## src/rtl/alien_pkg.sv

```systemverilog
// Shared types and default constants for the alien formation march controller.
package alien_pkg;

  typedef enum logic [2:0] {
    StIdle,
    StMarchR,
    StMarchL,
    StDescend,
    StLanded,
    StCleared
  } march_state_t;

  localparam int unsigned OffsetW = 11;

  localparam int unsigned XMaxDefault        = 320;
  localparam int unsigned StepXDefault       = 8;
  localparam int unsigned StepYDefault       = 16;
  localparam int unsigned YLandedDefault     = 256;
  localparam int unsigned TurboThreshDefault = 8;

  function automatic logic is_marching(march_state_t s);
    return (s == StMarchR) || (s == StMarchL) || (s == StDescend);
  endfunction

endpackage

```

## src/rtl/alien_march_controller.sv

```systemverilog
// Steps the alien formation right/down/left/down on each accepted tick and
// requests turbo ticks from the tick counter when few aliens remain.
module alien_march_controller
  import alien_pkg::*;
#(
  parameter int unsigned X_MAX        = XMaxDefault,
  parameter int unsigned STEP_X       = StepXDefault,
  parameter int unsigned STEP_Y       = StepYDefault,
  parameter int unsigned Y_LANDED     = YLandedDefault,
  parameter int unsigned TURBO_THRESH = TurboThreshDefault
) (
  input  logic               clk,
  input  logic               reset,
  input  logic               tick,
  input  logic               start,
  input  logic               pause,
  input  logic [5:0]         alive_count,
  output logic [OffsetW-1:0] offset_x,
  output logic [OffsetW-1:0] offset_y,
  output logic               dir_right,
  output logic               step,
  output logic               frame,
  output logic               landed,
  output logic               cleared,
  output logic               turbo
);

  localparam int unsigned SumW = OffsetW + 1;

  march_state_t       state_q, state_d;
  logic [OffsetW-1:0] x_q, x_d, y_q, y_d;
  logic               dir_q, dir_d;
  logic               step_q, step_d;
  logic               frame_q, frame_d;
  logic               turbo_q, turbo_d;

  logic               accept;
  logic [SumW-1:0]    x_sum;
  logic [OffsetW-1:0] y_next;
  logic               few_left;

  assign accept   = tick & ~pause;
  // Widened so the right-edge test cannot wrap.
  assign x_sum    = {1'b0, x_q} + SumW'(STEP_X);
  assign y_next   = y_q + OffsetW'(STEP_Y);
  assign few_left = (alive_count != 6'd0) && (alive_count <= 6'(TURBO_THRESH));

  always_comb begin
    state_d = state_q;
    x_d     = x_q;
    y_d     = y_q;
    dir_d   = dir_q;
    step_d  = 1'b0;
    frame_d = frame_q;

    case (state_q)
      StIdle, StLanded, StCleared: begin
        if (start) begin
          state_d = StMarchR;
          x_d     = '0;
          y_d     = '0;
          dir_d   = 1'b1;
        end
      end
      StMarchR, StMarchL, StDescend: begin
        if (alive_count == 6'd0) begin
          state_d = StCleared;
        end else if (accept) begin
          step_d  = 1'b1;
          frame_d = ~frame_q;
          if (state_q == StMarchR) begin
            if (x_sum > SumW'(X_MAX)) state_d = StDescend;
            else                      x_d     = x_sum[OffsetW-1:0];
          end else if (state_q == StMarchL) begin
            if (x_q < OffsetW'(STEP_X)) state_d = StDescend;
            else                        x_d     = x_q - OffsetW'(STEP_X);
          end else begin
            y_d = y_next;
            if (y_next >= OffsetW'(Y_LANDED)) begin
              state_d = StLanded;
            end else begin
              state_d = dir_q ? StMarchL : StMarchR;
              dir_d   = ~dir_q;
            end
          end
        end
      end
      default: state_d = StIdle;
    endcase

    turbo_d = is_marching(state_d) && few_left;
  end

  always_ff @(posedge clk) begin
    if (reset) begin
      state_q <= StIdle;
      x_q     <= '0;
      y_q     <= '0;
      dir_q   <= 1'b1;
      step_q  <= 1'b0;
      frame_q <= 1'b0;
      turbo_q <= 1'b0;
    end else begin
      state_q <= state_d;
      x_q     <= x_d;
      y_q     <= y_d;
      dir_q   <= dir_d;
      step_q  <= step_d;
      frame_q <= frame_d;
      turbo_q <= turbo_d;
    end
  end

  assign offset_x  = x_q;
  assign offset_y  = y_q;
  assign dir_right = dir_q;
  assign step      = step_q;
  assign frame     = frame_q;
  assign landed    = (state_q == StLanded);
  assign cleared   = (state_q == StCleared);
  assign turbo     = turbo_q;

endmodule

```

## config.mk

```make
export PLATFORM = sky130hd
export DESIGN_NAME = alien_march_controller
export DESIGN_NICKNAME = d
export VERILOG_FILES = /design/src/rtl/alien_pkg.sv /design/src/rtl/alien_march_controller.sv
export SDC_FILE = /design/constraint.sdc
export NUM_CORES = 1
export LEC_CHECK = 0
export ABC_AREA = 1
export ABC_CLOCK_PERIOD_IN_PS = 2400
export CAP_MARGIN = 10
export CORE_ASPECT_RATIO = 2
export CORE_UTILIZATION = 50
export CTS_CLUSTER_SIZE = 28
export DETAILED_ROUTE_END_ITERATION = 10
export GPL_TIMING_DRIVEN = 0
export PLACE_DENSITY = 0.82
export SKIP_CTS_REPAIR_TIMING = 1
export SLEW_MARGIN = 20
export SYNTH_ARGS = -nofsm -noshare
export SYNTH_HDL_FRONTEND = slang
export SYNTH_SLANG_ARGS = --single-unit
```

## constraint.sdc

```tcl
create_clock -name clk -period 2.4 [get_ports clk]
set_clock_uncertainty 0.1 [all_clocks]
set_input_delay 0.36 -clock clk [delete_from_list [all_inputs] [get_ports clk]]
set_output_delay 0.36 -clock clk [all_outputs]
set_load 0.1 [all_outputs]
```

==> results.tsv <==
metric	value	unit
Setup violations, final	0	
critical path buffer and inverter count	1	
Antenna Cells	0	
CTS H-tree depth	1	
final instance area	0.00213	mm2
outcome	completed	
Clock Path Buffers	2	
Multi-input gate area	0.00102	mm2
Area contributors post-synth	dfxtp_1 26%, nand2_1 13%, nor2_1 9.5%	
CP Capture Type	primary output	
asr flop ratio synth	0	%
Area Overhead vs Synth	25.6	%
WP data required	1.94	ns
Worst VDD drop	0.380	mV
Cell variety after synth	33	
Pleak	0.00104	uW
Post-synth EDFFs	0	
total power	1300	uW
core area	0.00319	mm2
nets@finish	331	
final hold violations	0	
WS Path Type	register to primary output	
syn_area_per_cell	6.16	um2
fin crit share	98.2	%
final core occ	66.7	%
worst slew pin tran	0.972	ns
CTS root buffer	clkbuf_8	
CTS sink cnt	22	
post-layout min period	2.36	ns
CP delay by family, top	buffers and inverters	
Max stage delay cell, worst path	clkdlybuf4s50_1	
flop2flop setup slack	0.37	ns
clock transition at the registers of the reported paths	0.09	ns
Placed Area	0.00206	mm2
fmax	0.424	GHz
Total GRT Usage	26.1	%
Clk Latency, worst-skew pair	0.28	ns
Iter 0 DRT Violations	71	
standard-cell rows	29	
RD Place Congestion	0.948	
Hold Path Class	input pin to register	
register bit total from synthesis	22	
peak per-stage delay on the critical path	1.17	ns
Die X	43.2	um
most frequent cell after synthesis	nand2_1	
antenna violations before repair	0	
wire per inst	12.8	um
num ports	39	
Yosys warning count	0	
grt total ovfl	0	
Synth top area share	26.0	%
vias in the first global route	1751	
Slew headroom	35.0	%
Final ANT Viol Nets	0	
PwrDens	611	mW/mm2
Most used DFF post-synth	dfxtp_1	
vias	1842	
Starting Density	53.1	%
RSZ-0062 raised after global routing	false	
Synth Instances	275	
vias per inst	5.32	
fin. max-slew vios	0	
CP Max Fanout	6	
CTS tree	built	
Filler Cell Count	286	
final hold slack	0.343	ns
Port Buffers	30	
Setup TNS	0	ns
synth cell count leaders	58 x nand2_1, 43 x nor2_1, 28 x inv_1	
share of cells above drive strength 1	14.9	%
post-DP HPWL	3.39	mm
register area share after synthesis	26.0	%
Yosys top cell by area	dfxtp_1	
Synth Cell Area	0.00169	mm2
register area	448	um2
drt total wl	4.42	mm
crit-path cells	clkdlybuf4s50_1	
cts bufs inserted	3	
CP Launch Type	register	
Critical Path AT	1.90	ns
first-pass GRT wire length	7.42	mm
largest net degree at the start of global routing	13	
Pre-antenna DRT Iters	4	
max cap viols	0	
die area	0.00364	mm2
drt drc	0	
Die Y	84.3	um
## logic make-up after synthesis
family | after synthesis | share of synthesized area [%]
and+or+nand+nor | 146 | 39.6
buffers and inverters | 55 | 14.9
AOI/OAI and AO/OA | 40 | 12.7
DFF | 22 | 26.0
xor gates and xnor gates | 7 | 3.62
adders and majority gates | 4 | 2.95
other | 1 | 0.221
## per-stage QoR
step / std cells / setup slack (ns)
2_1_floorplan: 281 / 0.0288
3_3_place_gp: 342 / 0.0446
3_5_place_dp: 342 / 0.0330
4_1_cts: 346 / -0.289
5_1_grt: 346 / 0.00114
6_report: 346 / 0.0436
## routing by layer
layer	part of all wire (%)	GRT usage [%]	vias to the layer above
met5	0	0	-
li1	-	-	941
met1	37	25.5	842
met2	58	49.7	42
met4	3.1	13.8	0
met3	2.4	2.80	17
## where the power goes
part | internal [uW] | switching [uW] | total (uW)
clock | 147 | 140 | 287
combinational | 159 | 429 | 588
sequential | 392 | 33.6 | 426
## final timing paths
check / to / cells past startpoint / start
worst max-delay path: offset_y[7] / 1 / offset_y[7]$_SDFFE_PP0P_
worst min register to register: offset_y[5]$_SDFFE_PP0P_ / 2 / offset_y[5]$_SDFFE_PP0P_
worst min-delay path: state_q[0]$_SDFF_PP0_ / 2 / reset
worst max register to register: offset_x[5]$_SDFFE_PP0P_ / 15 / offset_x[3]$_SDFFE_PP0P_
## flip-flops by register name (all words and copies together) (netlist names)
signal / count
offset_x: 8
state_q: 3
frame: 1
turbo: 1
step: 1
offset_y: 7
dir_right: 1
## layout make-up
cell class,instances,area share (%)
tap,31,1.82
clock buffer,4,2.59
buffer,15,4.82
timing repair buffer,30,14.6
sequential,22,21.0
inverter,40,7.05
multi-input combinational,204,48.1
## cells in the final DEF, fill, tap and decap left out, types with 3 or more instances in the layout
master / instances
inv_1: 28
nor2_2: 6
inv_2: 9
nand4_1: 5
nand2_1: 58
a31oi_1: 3
xor2_1: 5
clkdlybuf4s50_1: 26
buf_4: 10
conb_1: 7
ha_1: 4
o21ai_1: 3
clkbuf_8: 4
a21oi_1: 17
clkinv_1: 3
nor3_1: 3
clkbuf_1: 3
dfxtp_1: 16
dlymetal6s2s_1: 4
nand3_1: 21
o21ai_0: 13
nor2_1: 43
dfxtp_2: 6
Power figures use the tool's default switching activity.
